==> src/rtl/fft16_result_serializer.sv <==
// Captures the 16 parallel FFT bins on a finished transform and replays them one bin per beat on a valid/ready stream.
// Optional magnitude output (alpha-max-beta-min estimate) is enabled with `define FFT_SER_MAG_EN.
module fft16_result_serializer #(
  parameter int N        = 16,
  parameter int Q        = 8,
  parameter int BIN_LAST = 15
) (
  input  logic              i_clk,
  input  logic              i_rst,
  input  logic              i_FFT_cycle_done,
  input  logic [16*N-1:0]   i_bins_re,
  input  logic [16*N-1:0]   i_bins_im,
  input  logic              i_ready,
  output logic              o_valid,
  output logic [N-1:0]      o_data_re,
  output logic [N-1:0]      o_data_im,
  output logic [3:0]        o_bin_idx,
  output logic              o_last,
  output logic              o_busy,
  output logic              o_overrun
`ifdef FFT_SER_MAG_EN
  ,
  output logic [N-1:0]      o_mag
`endif
);

  typedef enum logic [0:0] {
    ST_IDLE = 1'b0,
    ST_SEND = 1'b1
  } state_t;

  localparam logic [3:0] LAST_IDX = 4'(BIN_LAST);

  if (BIN_LAST < 0 || BIN_LAST > 15 || Q >= N) begin : g_bad_cfg
    $error("fft16_result_serializer: BIN_LAST must be 0..15 and Q below N");
  end

  state_t         state_r;
  state_t         state_s;
  logic           done_d_r;
  logic [3:0]     idx_r;
  logic [N-1:0]   bank_re_r [16];
  logic [N-1:0]   bank_im_r [16];
  logic [N-1:0]   data_re_r;
  logic [N-1:0]   data_im_r;
  logic           overrun_r;

  logic           done_edge_s;
  logic           handshake_s;
  logic           final_s;
  logic           capture_s;
  logic           drop_s;
  logic           valid_s;
  logic           busy_s;
  logic           last_s;

  // Frame-edge detect and handshake decode; a new frame is only taken when the replay is idle or just finishing.
  always_comb begin
    done_edge_s = i_FFT_cycle_done & ~done_d_r;
    handshake_s = (state_r == ST_SEND) & i_ready;
    final_s     = handshake_s & (idx_r == LAST_IDX);
    capture_s   = done_edge_s & ((state_r == ST_IDLE) | final_s);
    drop_s      = done_edge_s & ~capture_s;
  end

  // State register; reset leaves the done delay high so a held done level is not seen as a new frame.
  always_ff @(posedge i_clk or posedge i_rst) begin
    if (i_rst) begin
      state_r  <= ST_IDLE;
      done_d_r <= 1'b1;
    end else begin
      state_r  <= state_s;
      done_d_r <= i_FFT_cycle_done;
    end
  end

  // Next-state logic.
  always_comb begin
    state_s = state_r;
    case (state_r)
      ST_IDLE: begin
        if (capture_s) state_s = ST_SEND;
        else           state_s = ST_IDLE;
      end
      ST_SEND: begin
        if (final_s && !capture_s) state_s = ST_IDLE;
        else                       state_s = ST_SEND;
      end
      default: state_s = ST_IDLE;
    endcase
  end

  // Output decode from registered state and index.
  always_comb begin
    valid_s = 1'b0;
    busy_s  = 1'b0;
    last_s  = 1'b0;
    case (state_r)
      ST_IDLE: begin
        valid_s = 1'b0;
        busy_s  = 1'b0;
        last_s  = 1'b0;
      end
      ST_SEND: begin
        valid_s = 1'b1;
        busy_s  = 1'b1;
        last_s  = (idx_r == LAST_IDX);
      end
      default: begin
        valid_s = 1'b0;
        busy_s  = 1'b0;
        last_s  = 1'b0;
      end
    endcase
  end

  // Bin bank: all 16 entries are loaded in one cycle on capture, even those above BIN_LAST.
  always_ff @(posedge i_clk or posedge i_rst) begin
    if (i_rst) begin
      for (int k = 0; k < 16; k++) begin
        bank_re_r[k] <= '0;
        bank_im_r[k] <= '0;
      end
    end else if (capture_s) begin
      for (int k = 0; k < 16; k++) begin
        bank_re_r[k] <= i_bins_re[k*N +: N];
        bank_im_r[k] <= i_bins_im[k*N +: N];
      end
    end else begin
      for (int k = 0; k < 16; k++) begin
        bank_re_r[k] <= bank_re_r[k];
        bank_im_r[k] <= bank_im_r[k];
      end
    end
  end

  // Beat index and output data registers; the data register mirrors bank[idx] so a stall holds everything.
  always_ff @(posedge i_clk or posedge i_rst) begin
    if (i_rst) begin
      idx_r     <= 4'd0;
      data_re_r <= '0;
      data_im_r <= '0;
    end else if (capture_s) begin
      idx_r     <= 4'd0;
      data_re_r <= i_bins_re[0 +: N];
      data_im_r <= i_bins_im[0 +: N];
    end else if (final_s) begin
      idx_r     <= 4'd0;
      data_re_r <= data_re_r;
      data_im_r <= data_im_r;
    end else if (handshake_s) begin
      idx_r     <= idx_r + 4'd1;
      data_re_r <= bank_re_r[idx_r + 4'd1];
      data_im_r <= bank_im_r[idx_r + 4'd1];
    end else begin
      idx_r     <= idx_r;
      data_re_r <= data_re_r;
      data_im_r <= data_im_r;
    end
  end

  // Sticky overrun flag, cleared only by reset.
  always_ff @(posedge i_clk or posedge i_rst) begin
    if (i_rst) begin
      overrun_r <= 1'b0;
    end else if (drop_s) begin
      overrun_r <= 1'b1;
    end else begin
      overrun_r <= overrun_r;
    end
  end

  assign o_valid   = valid_s;
  assign o_busy    = busy_s;
  assign o_last    = last_s;
  assign o_bin_idx = idx_r;
  assign o_data_re = data_re_r;
  assign o_data_im = data_im_r;
  assign o_overrun = overrun_r;

`ifdef FFT_SER_MAG_EN
  localparam logic [N-1:0] MAG_MAX = {1'b0, {(N-1){1'b1}}};
  localparam logic [N-1:0] MAG_MIN = {1'b1, {(N-1){1'b0}}};

  function automatic logic [N-1:0] abs_sat(input logic [N-1:0] v);
    logic [N-1:0] res;
    if (!v[N-1])          res = v;
    else if (v == MAG_MIN) res = MAG_MAX;
    else                  res = ~v + {{(N-1){1'b0}}, 1'b1};
    return res;
  endfunction

  // max(|re|,|im|) + min(|re|,|im|)/2, saturated to the largest positive value.
  function automatic logic [N-1:0] mag_est(input logic [N-1:0] re, input logic [N-1:0] im);
    logic [N-1:0] a;
    logic [N-1:0] b;
    logic [N-1:0] hi;
    logic [N-1:0] lo;
    logic [N:0]   sum;
    logic [N-1:0] res;
    a = abs_sat(re);
    b = abs_sat(im);
    if (a > b) begin
      hi = a;
      lo = b;
    end else begin
      hi = b;
      lo = a;
    end
    sum = {1'b0, hi} + {2'b00, lo[N-1:1]};
    if (sum > {1'b0, MAG_MAX}) res = MAG_MAX;
    else                       res = sum[N-1:0];
    return res;
  endfunction

  assign o_mag = mag_est(data_re_r, data_im_r);
`endif

endmodule

==> config.mk <==
export PLATFORM = sky130hd
export DESIGN_NAME = fft16_result_serializer
export DESIGN_NICKNAME = d
export VERILOG_FILES = /design/src/rtl/fft16_result_serializer.sv
export SDC_FILE = /design/constraint.sdc
export NUM_CORES = 2
export LEC_CHECK = 0
export ABC_AREA = 1
export CORE_ASPECT_RATIO = 1.1
export CORE_MARGIN = 8
export CORE_UTILIZATION = 30
export DETAILED_ROUTE_END_ITERATION = 6
export HOLD_SLACK_MARGIN = 0.12
export SLEW_MARGIN = 30
export SYNTH_ARGS = -nofsm -noshare
export SYNTH_HDL_FRONTEND = slang
export SYNTH_SLANG_ARGS = --single-unit
==> constraint.sdc <==
create_clock -name i_clk -period 32.7 [get_ports i_clk]
set_input_delay 6.54 -clock i_clk [delete_from_list [all_inputs] [get_ports i_clk]]
set_output_delay 6.54 -clock i_clk [all_outputs]
set_load 0.03 [all_outputs]
After elaboration in Yosys (flattened, before gate mapping)
Cells that the tools add are included.
W data, S select, Z words.
{"block": "totals", "regBits": 551}
{"block": "classes", "addsub": 1, "muxes": 20, "reduce_logical": 5, "n_lt_le_gt_ge": 1, "n_eq_ne": 2, "bitwise_logic": 10}
{"operator": "$mux W16", "count": 10}
{"operator": "$bmux W16 S4", "count": 2}
{"operator": "$mux W4", "count": 3}
{"operator": "$pmux W1 S2", "count": 3}
{"operator": "$and A1 B1 Y1", "count": 5}
{"operator": "$ge A5 B5 Y1 const B", "count": 1}
{"operator": "$not A4 Y5", "count": 1}
{"operator": "$add A4 B1 Y4 const B", "count": 1}
{"operator": "$eq A4 B4 Y1 const B", "count": 1}
{"operator": "$not A1 Y1", "count": 3}
{"operator": "$reduce_bool A3 Y1", "count": 1}
{"operator": "$mux W1", "count": 2}
{"operator": "$ne A2 B1 Y1 const B", "count": 1}
{"operator": "$reduce_and A2 Y1", "count": 1}
{"operator": "$reduce_bool A2 Y1", "count": 1}
{"operator": "$logic_and A1 B1 Y1", "count": 1}
{"operator": "$logic_not A1 Y1", "count": 1}
{"operator": "$or A1 B1 Y1", "count": 1}

Depth between registers and ports, before layout
{"block": "logic_depth", "depth_word": 8, "depth_mapped": 13, "depth_no_buf": 10}

Worst setup path after synthesis
No wires, ideal clock.
{"block": "synth_path", "path_kind": "flip-flop to output port", "from": "register idx_r[1], in the netlist o_bin_idx[1]", "to": "output o_last", "required_time_ps": 26160, "t_arrival_ps": 1321, "path_slack_ps": 24839, "path_stages_with_launch": 4, "path_buffers": 0, "path_cell_list": "dfrtp_1 -> ha_1 -> nand3_2 -> nor2_1"}
{"block": "synth_between", "elab_chain_cells": 2}
{"item": "start, declared", "line_no": "41", "rtl": "logic [3:0] idx_r;"}
{"item": "start signal, assigned", "line_no": "152", "rtl": "idx_r <= idx_r + 4'd1;"}
{"item": "start signal, assigned", "line_no": "156", "rtl": "idx_r <= idx_r;"}
{"item": "$eq A4 B4 Y1", "line_no": "107", "rtl": "last_s = (idx_r == LAST_IDX);"}
{"item": "$pmux W1 S2", "line_no": "98", "rtl": "case (state_r)"}
{"item": "end, declared", "line_no": "18", "rtl": "output logic o_last,"}
Every way passes these cells.

Worst setup path in the final report
{"block": "layout_path", "from": "input i_FFT_cycle_done", "to": "register data_re_r[15], in the netlist o_data_re[15]"}
{"block": "layout_between", "elab_chain_cells": 4, "elab_cells_between_ends": 6, "classes_between": "1 x eq/ne; 1 x mux; 2 x bitwise; 2 x reduce/logical"}
{"item": "start, declared", "line_no": "10", "rtl": "input logic i_FFT_cycle_done,"}
{"item": "$and A1 B1 Y1 (*)", "line_no": "59", "rtl": "done_edge_s = i_FFT_cycle_done & ~done_d_r;"}
{"item": "$and A1 B1 Y1 (*)", "line_no": "62", "rtl": "capture_s = done_edge_s & ((state_r == ST_IDLE) | final_s);"}
{"item": "$ne A2 B1 Y1 (no source line) or $reduce_bool A2 Y1 (tied branches)"}
{"item": "$reduce_and A2 Y1 (no source line)"}
{"item": "end signal, assigned", "line_no": "145", "rtl": "data_re_r <= i_bins_re[0 +: N];"}
{"item": "end signal, assigned", "line_no": "149", "rtl": "data_re_r <= data_re_r;"}
{"item": "end signal, assigned", "line_no": "153", "rtl": "data_re_r <= bank_re_r[idx_r + 4'd1];"}
{"item": "end, declared", "line_no": "44", "rtl": "logic [N-1:0] data_re_r;"}
Mark *: on every way between the ends. The rest lies on a longest branch, timed or not.
A chain may end at the register's enable or synchronous reset.

==> flow_metrics.tcl <==
set metrics [dict create \
    cp_cell_sequence "clkdlybuf4s50_1 -> inv_1 -> nor2_2 -> nand3_4 -> buf_4 -> inv_16 -> buf_12 -> buf_4 -> buf_4 -> nand2_1 -> nand2_1 -> inv_1 -> a21oi_1" \
    syn-cell-area_mm2 0.02669 \
    worstSetupPathType "in -> reg" \
    holdCritPathClass "reg -> reg" \
    grt_pass1_vias 24390 \
    die_y_um 328.8 \
    synth_edf_count 0 \
    numCtsBuffers 67 \
    row_count 114 \
    clock-sinks 551 \
    maxSlewViolCount 0 \
    ys_seq_area_share_pct 51.66 \
    hold_viol 0 \
    fin_nets 4528 \
    grt_overflow 0 \
    vias 24110 \
    max_freq_mhz 92.77 \
    tightest_slew_ps 1085 \
    p_per_area_mw_per_mm2 85.93 \
    r2r_start "o_bin_idx[0]" \
    hp-start "o_overrun" \
    place_hpwl_um 71150 \
    numPortBuffers 555 \
    synthSimpleGateAreaFrac_pct 27.66 \
    crit_family "buffers and inverters" \
    grt_pass1_wl_um 150500 \
    outcome "completed" \
    synth-seq-cells 551 \
    cts_resized 0 \
    yosysTopAreaCellShare_pct 51.57 \
    synthCells 3589 \
    r2r_cells 13 \
    syn_nets 4106 \
    post-place-ws_ps 21230 \
    crit_top_cell "buf_4" \
    die_area_mm2 0.09878 \
    fin_ws_ps 21920 \
    layout-drive-gt1-share_pct 3.793 \
    min_to "o_overrun" \
    startpoint_type "input pin" \
    clk_pin_slew_ps 60 \
    clock_path_buffers 3 \
    synth_xor_area_share_pct 0.09376 \
    rsz0062_at_grt "no" \
    start_util_pct 30.33 \
    io-pin-count 556 \
    yosysMostFrequentCell "nand2_1" \
    antenna_left 0 \
    finalSetupViolations 0 \
    ys_warn_count 0 \
    p_leak_nw 16.66 \
    path_buf_inv 8 \
    synth_compound_area_share_pct 9.446 \
    syn2layout_area_growth_pct 31.84 \
    grt_max_degree 239 \
    slew_headroom_pct 27.70 \
    track_usage_pct 19.76 \
    synthAdderAreaFrac_pct 0.04688 \
    wirelength_um 100500 \
    gp_congestion 0.8134 \
    reg2reg_slack_ps 27370 \
    period_minus_slack_ps 10780 \
    async_flop_share_pct 100.0 \
    fillers 9023 \
    hold_ws_ps 465.2 \
    clock_latency_ps 610 \
    worstSetupEndpointType "flip-flop" \
    worstHoldPathCells 1 \
    final.period_utilization_pct 32.96 \
    synthTopCellsByCount "nand2_1 (1281), dfrtp_1 (550), inv_1 (461)" \
    root_buffer "clkbuf_16" \
    cts_setup_buffers 0 \
    ys_types 28 \
    r2r_end "o_data_re[15]" \
    core_area_mm2 0.08801 \
    muxShareOfSynthArea_pct 0 \
    htree_levels 3 \
    dr.pass1.iters 6 \
    cp_max_fo 238 \
    remaining_drc_errors 0 \
    crit_path_top_delay_cell "buf_4" \
    ys_top_cells_by_area "dfrtp_1 (52%), nand2_1 (18%), nand3_1 (6.6%), o21ai_0 (6.5%), inv_1 (6.5%)" \
    hold_buffers 0 \
    fin_tns_setup_ps 0 \
    crit_required_ps 33210 \
    antenna_found_initial 7 \
    cpPeakStageDelay_ps 870 \
    drv_cap 0 \
    cp.arrival_ps 11290 \
    synth_top_family_by_area "simple AND/OR/NAND/NOR gates" \
    die_width_um 300.4 \
    drt_iter0_markers 2086 \
    synth_top_area_cell "dfrtp_1" \
    viasPerCell 4.611 \
    postSynthAreaPerCell_um2 7.437 \
    ys.flop_type "dfrtp_1" \
    routedWlPerCell_um 19.22 \
    cts_tree "built" \
    skew_ps 29.46 \
    peakVddDrop_mv 0.03707 \
]
[cell families after synthesis]
group / count (synthesis)
simple gates: 1841
buf+inv: 699
flops: 551
fa+ha+maj: 1
xor+xnor: 2
compound gates: 495
[report_power, final]
group          internal [mW]  switching [mW]  total (mW)
registers              0.936          0.0907        1.03
logic                  0.404           0.824        1.23
clock network          0.456           0.314       0.769
[layer usage]
layer,up-vias,share of wire (%),GRT usage [%]
met4,0,2.9,6.500
met1,11380,42,25.35
met2,690,48,32.38
met5,-,0,0
met3,133,7.2,5.039
li1,11910,-,-
[metrics by stage]
| stage | std cells | total power, mW | utilization (%) | cell area [um^2] |
|---|---|---|---|---|
| CTS | 5218 | 3.071 | 39.89 | 35100 |
| global route | 5227 | 3.242 | 39.98 | 35190 |
| global placement | 5100 | 2.270 | 37.28 | 32810 |
| floorplan | 3589 | 1.781 | - | 26690 |
| detailed placement | 5100 | 2.286 | 37.29 | 32820 |
| finish | 5229 | 3.024 | 39.99 | 35190 |
[cells in the final DEF, fill, tap and decap left out, types with 2 or more instances in the layout]
cell	netlist	layout
inv_1	461	459
clkinv_2	0	6
nor2_1	201	201
diode_2	0	9
inv_16	0	3
clkinvlp_4	0	2
buf_16	0	2
o211ai_1	15	15
clkbuf_1	91	12
clkdlybuf4s50_1	0	555
nand3_1	353	353
buf_6	15	3
inv_6	0	3
nand2_1	1281	1281
clkbuf_16	0	69
buf_4	32	21
o21ai_1	99	99
clkinv_1	2	2
buf_12	0	3
bufinv_16	0	2
dfrtp_1	550	549
o21ai_0	346	346
a21oi_1	33	33
clkinv_16	0	2
clkbuf_8	0	21
inv_2	4	2
inv_8	0	2
nor2_2	2	2
[final cells by class]
cell class	instances	area, um^2	share of cell area, %
tap	1160	1451	4.124
inverter	468	1792	5.092
timing repair buffer	584	5862	16.66
sequential	551	13790	39.20
multi-input combinational	2339	9980	28.36
clock buffer	102	2061	5.856
antenna	9	22.52	0.06400
clock inverter	16	229.0	0.6507
[worst max-delay path by stage]
| stage | to | slack, ps | from | cells after the start |
|---|---|---|---|---|
| CTS | o_data_re[15] | 21870 | i_FFT_cycle_done | 13 |
| floorplan | bank_im_r[0] | 10760 | i_rst | 1 |
| global route | o_data_im[15] | 21470 | i_FFT_cycle_done | 13 |
| detailed placement | o_data_im[15] | 21230 | i_FFT_cycle_done | 13 |
| finish | o_data_re[15] | 21920 | i_FFT_cycle_done | 13 |
| global placement | o_data_im[15] | 21290 | i_FFT_cycle_done | 13 |
[sequential cells by signal (all words and copies together), names as in the netlist]
name       cells
bank_im_r    256
bank_re_r    256
done_d_r       1
o_bin_idx      4
o_data_im     16
o_data_re     16
o_overrun      1
state_r        1
Power figures use the tool's default switching activity.
